$ cat config.mk
export PLATFORM = sky130hd
export DESIGN_NAME = clock_mode_ctrl
export DESIGN_NICKNAME = d
export VERILOG_FILES = /design/src/rtl/clock_mode_ctrl_pkg.sv /design/src/rtl/clock_mode_ctrl_debounce.sv /design/src/rtl/clock_mode_ctrl.sv
export SDC_FILE = /design/constraint.sdc
export NUM_CORES = 1
export LEC_CHECK = 0
export ABC_AREA = 1
export CAP_MARGIN = 20
export CELL_PAD_IN_SITES_DETAIL_PLACEMENT = 0
export CELL_PAD_IN_SITES_GLOBAL_PLACEMENT = 2
export CORE_MARGIN = 8
export CORE_UTILIZATION = 34
export CTS_BUF_LIST = sky130_fd_sc_hd__clkbuf_4 sky130_fd_sc_hd__clkbuf_8
export DETAILED_ROUTE_END_ITERATION = 8
export HOLD_SLACK_MARGIN = 0.15
export MAX_ROUTING_LAYER = met4
export PLACE_DENSITY_LB_ADDON = 0.1
export REMOVE_ABC_BUFFERS = 1
export SLEW_MARGIN = 10
export SYNTH_ARGS = -nofsm -noshare
export SYNTH_HDL_FRONTEND = slang
export SYNTH_SLANG_ARGS = --single-unit
$ cat constraint.sdc
create_clock -name clk -period 1.2 [get_ports clk]
set_input_delay 0.12 -clock clk [delete_from_list [all_inputs] [get_ports clk]]
set_output_delay 0.12 -clock clk [all_outputs]
set_load 0.01 [all_outputs]
$ cat src/rtl/clock_mode_ctrl_pkg.sv
// Shared definitions for the clock mode controller: one-hot mode encodings,
// digit-select reset value and default debounce length.
package clock_mode_ctrl_pkg;

  typedef enum logic [3:0] {
    MODE_RUN       = 4'b0001,
    MODE_SET_TIME  = 4'b0010,
    MODE_SET_ALARM = 4'b0100,
    MODE_STOPWATCH = 4'b1000
  } mode_e;

  localparam logic [5:0]  SEL_RESET          = 6'b000001;
  localparam int unsigned DEB_CYCLES_DEFAULT = 20;

  function automatic mode_e next_mode(input mode_e m);
    case (m)
      MODE_RUN:       return MODE_SET_TIME;
      MODE_SET_TIME:  return MODE_SET_ALARM;
      MODE_SET_ALARM: return MODE_STOPWATCH;
      default:        return MODE_RUN;
    endcase
  endfunction

  function automatic logic is_set_mode(input mode_e m);
    return (m == MODE_SET_TIME) || (m == MODE_SET_ALARM);
  endfunction

endpackage

$ cat src/rtl/clock_mode_ctrl_debounce.sv
// Button debouncer: synchronises the raw input, accepts a new level after
// DEB_CYCLES consecutive differing samples, and emits a registered press strobe.
module btn_debounce
  import clock_mode_ctrl_pkg::*;
#(
  parameter int unsigned DEB_CYCLES = DEB_CYCLES_DEFAULT
) (
  input  logic clk,
  input  logic rst,
  input  logic i_btn,
  output logic o_press
);

  localparam int unsigned   CW       = (DEB_CYCLES > 1) ? $clog2(DEB_CYCLES) : 1;
  localparam logic [CW-1:0] CNT_LAST = CW'(DEB_CYCLES - 1);

  logic          r_sync;
  logic          r_level;
  logic          r_press;
  logic [CW-1:0] r_cnt;

  always_ff @(posedge clk) begin
    if (rst) begin
      r_sync  <= 1'b0;
      r_level <= 1'b0;
      r_press <= 1'b0;
      r_cnt   <= '0;
    end else begin
      r_sync  <= i_btn;
      r_press <= 1'b0;
      if (r_sync == r_level) begin
        r_cnt <= '0;
      end else if (r_cnt == CNT_LAST) begin
        // Strobe is raised in the same edge the level is accepted, rising only.
        r_cnt   <= '0;
        r_level <= r_sync;
        r_press <= r_sync;
      end else begin
        r_cnt <= r_cnt + CW'(1);
      end
    end
  end

  assign o_press = r_press;

endmodule

$ cat src/rtl/clock_mode_ctrl.sv
// Clock user-interface controller: debounced buttons drive a four-mode FSM that
// gates timekeeping/stopwatch enables and digit-edit controls; all outputs registered.
module clock_mode_ctrl
  import clock_mode_ctrl_pkg::*;
#(
  parameter int unsigned DEB_CYCLES = DEB_CYCLES_DEFAULT
) (
  input  logic       clk,
  input  logic       rst,
  input  logic       tick_1hz,
  input  logic       tick_100hz,
  input  logic       btn_mode,
  input  logic       btn_sel,
  input  logic       btn_inc,
  input  logic       btn_ss,
  output logic [3:0] mode,
  output logic [5:0] sel,
  output logic       inc_pulse,
  output logic       time_tick,
  output logic       sw_tick,
  output logic       sw_clear,
  output logic       sw_run,
  output logic       blink
);

  logic w_press_mode, w_press_sel, w_press_inc, w_press_ss;

  btn_debounce #(.DEB_CYCLES(DEB_CYCLES)) u_deb_mode (
    .clk(clk), .rst(rst), .i_btn(btn_mode), .o_press(w_press_mode));
  btn_debounce #(.DEB_CYCLES(DEB_CYCLES)) u_deb_sel (
    .clk(clk), .rst(rst), .i_btn(btn_sel), .o_press(w_press_sel));
  btn_debounce #(.DEB_CYCLES(DEB_CYCLES)) u_deb_inc (
    .clk(clk), .rst(rst), .i_btn(btn_inc), .o_press(w_press_inc));
  btn_debounce #(.DEB_CYCLES(DEB_CYCLES)) u_deb_ss (
    .clk(clk), .rst(rst), .i_btn(btn_ss), .o_press(w_press_ss));

  mode_e      r_mode, w_mode_n;
  logic [5:0] r_sel, w_sel_n;
  logic       r_inc, w_inc_n;
  logic       r_time_tick, w_time_tick_n;
  logic       r_sw_tick, w_sw_tick_n;
  logic       r_sw_clear, w_sw_clear_n;
  logic       r_sw_run, w_sw_run_n;
  logic       r_blink, w_blink_n;

  always_ff @(posedge clk) begin
    if (rst) begin
      r_mode      <= MODE_RUN;
      r_sel       <= '0;
      r_inc       <= 1'b0;
      r_time_tick <= 1'b0;
      r_sw_tick   <= 1'b0;
      r_sw_clear  <= 1'b0;
      r_sw_run    <= 1'b0;
      r_blink     <= 1'b0;
    end else begin
      r_mode      <= w_mode_n;
      r_sel       <= w_sel_n;
      r_inc       <= w_inc_n;
      r_time_tick <= w_time_tick_n;
      r_sw_tick   <= w_sw_tick_n;
      r_sw_clear  <= w_sw_clear_n;
      r_sw_run    <= w_sw_run_n;
      r_blink     <= w_blink_n;
    end
  end

  always_comb begin
    w_mode_n      = r_mode;
    w_sel_n       = r_sel;
    w_inc_n       = 1'b0;
    w_sw_clear_n  = 1'b0;
    w_sw_run_n    = r_sw_run;
    w_blink_n     = r_blink;
    w_time_tick_n = tick_1hz && (r_mode != MODE_SET_TIME);
    w_sw_tick_n   = tick_100hz && r_sw_run;

    // A mode press swallows every other press in the same cycle.
    if (w_press_mode) begin
      w_mode_n  = next_mode(r_mode);
      w_sel_n   = is_set_mode(w_mode_n) ? SEL_RESET : '0;
      w_blink_n = 1'b0;
    end else begin
      case (r_mode)
        MODE_SET_TIME, MODE_SET_ALARM: begin
          if (w_press_sel)      w_sel_n = {r_sel[4:0], r_sel[5]};
          else if (w_press_inc) w_inc_n = 1'b1;
          if (tick_1hz)         w_blink_n = ~r_blink;
        end
        MODE_STOPWATCH: begin
          if (w_press_ss)                w_sw_run_n   = ~r_sw_run;
          if (w_press_sel && !r_sw_run)  w_sw_clear_n = 1'b1;
        end
        default: ;
      endcase
    end
  end

  assign mode      = r_mode;
  assign sel       = r_sel;
  assign inc_pulse = r_inc;
  assign time_tick = r_time_tick;
  assign sw_tick   = r_sw_tick;
  assign sw_clear  = r_sw_clear;
  assign sw_run    = r_sw_run;
  assign blink     = r_blink;

endmodule

==> summary.txt <==
GPL Wtd Cong = 0.718
# rows = 27
Antenna Cells = 0
total power = 2.89 mW
Pre-antenna DRT Iters = 4
ys async rst share = 0
Post-synth EDFFs = 0
hold depth = 3
Starting Density = 0.349
worst setup margin = 76.2 ps
layout cells sized above 1 = 0.248
H-tree depth = 2
Multi-input gate area = 868 sq um
fmax = 890 MHz
Critical Path Fanout Max = 3
initial antenna violation count = 0
top cell type's share of synthesized area = 0.506
vias per cell = 4.42
GRT Total Usage = 0.104
clock-pin slew on the worst setup and hold paths = 80 ps
CTS Buf Count = 5
worst reg2reg endpoint = u_deb_inc.r_cnt[4]$_SDFF_PP0_
I/O Buffers = 23
full die area = 0.00823 sq mm
clk sinks = 48
endpoints failing setup = 0
clk root buf = clkbuf_8
Peak VDD IR = 0.567 mV
Critical Path Source Type = flop
crit path DAT = 1360 ps
reg2reg setup slack = 80 ps
number of global-route vias before repair = 1596
Max Clock Skew = 4.31 ps
total gr overflow = 0
Die X-Extent = 90.7 microns
Chip Height = 90.7 microns
storage element area = 975 sq um
max_cap viols = 0
first-pass GRT wire length = 7030 microns
Core Box Area = 0.00544 sq mm
Worst Max-Slew Pin Slew = 428 ps
Area Overhead vs Synth = 33.9%
FF-to-FF Start = u_deb_inc.r_cnt[0]$_SDFF_PP0_
Slew HR = 0.714
top_reg_cell synth = dfxtp_1
CTS tree = built
hold path endpoint = u_deb_sel.r_sync$_SDFF_PP0_
Min Clock Period, post-route = 1120 ps
top cells by area, synth = dfxtp_1, nor2_1, inv_1
run status = complete, no violations
final instance area = 0.00254 sq mm
DP HPWL = 2820 microns
mapped cell area = 0.00190 sq mm
DRT Wirelength = 3850 microns
largest net degree at the start of global routing = 15
Detail Route Antenna Nets = 0
unrepaired setup endpoints after global routing = yes
Post-Syn Area per Cell = 8.26 sq um
Final Hold Fails = 0
top post-synthesis cells by count = dfxtp_1, nor2_1, inv_1
Fill cells = 555
cells after synthesis = 230
most common cell in the netlist = dfxtp_1
sequential area share after synthesis = 0.506
Worst Hold Class = in -> reg
endpoint class of the critical path = flop
setup TNS = 0 ps
post-synth cell types = 27
power per cell area = 1140 mW/mm^2
instance area at placement = 0.00232 sq mm
Max clock buf depth = 2
Tcrit/Tclk final = 0.937
post-synthesis register bit count = 48
Worst Reg2Reg Path Length in Cells = 6
drt first-iter violations = 46
Nets = 293
DR WL/cell = 10.9 microns
Hold Buf Count CTS = 0
Worst Hold Launch = btn_sel
Worst EP required = 1430 ps
Vias = 1566
I/O pin count = 24
cell taking the most area after synthesis = dfxtp_1
clk_lat worst skew = 300 ps
Leak = 1.08 nW
DRC = 0
Slew Viols, Final = 0
Setup Crit Path Kind = reg -> reg
Ys Warns = 0
worst slack at placement = -179 ps
how the worst max path moves through the flow:
| stage | endpoint | startpoint | slack, ps | cells past startpoint |
|---|---|---|---|---|
| final | u_deb_inc.r_cnt[4]$_SDFF_PP0_ | u_deb_inc.r_cnt[0]$_SDFF_PP0_ | 80 | 6 |
| after global routing | u_deb_ss.r_level$_SDFFE_PP0P_ | u_deb_ss.r_cnt[0]$_SDFF_PP0_ | -30 | 4 |
| after global placement | u_deb_sel.r_cnt[2]$_SDFF_PP0_ | rst | -130 | 5 |
| after detailed placement | u_deb_sel.r_cnt[2]$_SDFF_PP0_ | rst | -180 | 5 |
| after floorplan | u_deb_sel.r_cnt[2]$_SDFF_PP0_ | u_deb_sel.r_cnt[0]$_SDFF_PP0_ | 80 | 6 |
| after CTS | u_deb_inc.r_cnt[4]$_SDFF_PP0_ | u_deb_inc.r_cnt[0]$_SDFF_PP0_ | 7 | 6 |
state kept, by name, summed over array words and instances (netlist names), 4 cells and up:
name              count
sel                   6
u_deb_inc.r_cnt       5
u_deb_mode.r_cnt      5
u_deb_sel.r_cnt       5
u_deb_ss.r_cnt        5
mode                  4
report_power, final:
group	leakage, nW	switching, mW	internal, mW
combinational	0.627	0.0525	0.0584
sequential	0.393	0.0137	1.61
clock	0.0586	0.515	0.641
kinds of logic after synthesis:
group	Yosys count	synth area share
AOI/OAI and AO/OA	32	0.0949
xor gates and xnor gates	9	0.0415
adders and majority gates	4	0.0264
buffers and inverters	30	0.0751
DFF	48	0.506
and+or+nand+nor	107	0.256
worst max-delay path, cell delays in order, from the launching register on:
cell and delay, ps:
dfxtp_2 360, ha_4 150, nand2_1 50, inv_1 70
nand2_1 60, or2_2 270, a21oi_1 110
layout make-up:
class	instances	share of cell area
Clock buffer	6	0.0300
Sequential cell	48	0.383
Clock inverter	2	0.0138
Tap cell	72	0.0354
Inverter	25	0.0369
Multi-Input combinational cell	152	0.341
Timing Repair Buffer	49	0.159
layer usage:
layer	vias to the layer above	GRT usage	part of all wire
li1	841	-	-
met1	703	0.121	0.48
met2	17	0.168	0.47
met3	5	0.0341	0.044
met4	0	0.0291	0.012
met5	-	-	0
placed cells by master (no fill, tap or decap), types with 7 or more instances in the layout:
cell	count
nor2_1	46
dfxtp_1	37
buf_4	26
inv_1	23
nand2_1	23
dlygate4sd2_1	16
nand3_1	15
a21oi_1	13
dfxtp_2	11
xor2_1	8
clkdlybuf4s50_1	7
per-stage QoR:
step	hold slack [ps]	utilization	cells
after global routing	346	0.468	354
after detailed placement	438	0.427	340
after floorplan	182	-	225
final	332	0.468	354
after global placement	434	0.427	340
after CTS	326	0.447	349
timing repair:
action                     CTS  global route
resized for setup           22            23
pin swaps                    1             4
buffers inserted             1             5
setup endpoints to repair   22            23
Power figures use the tool's default switching activity.
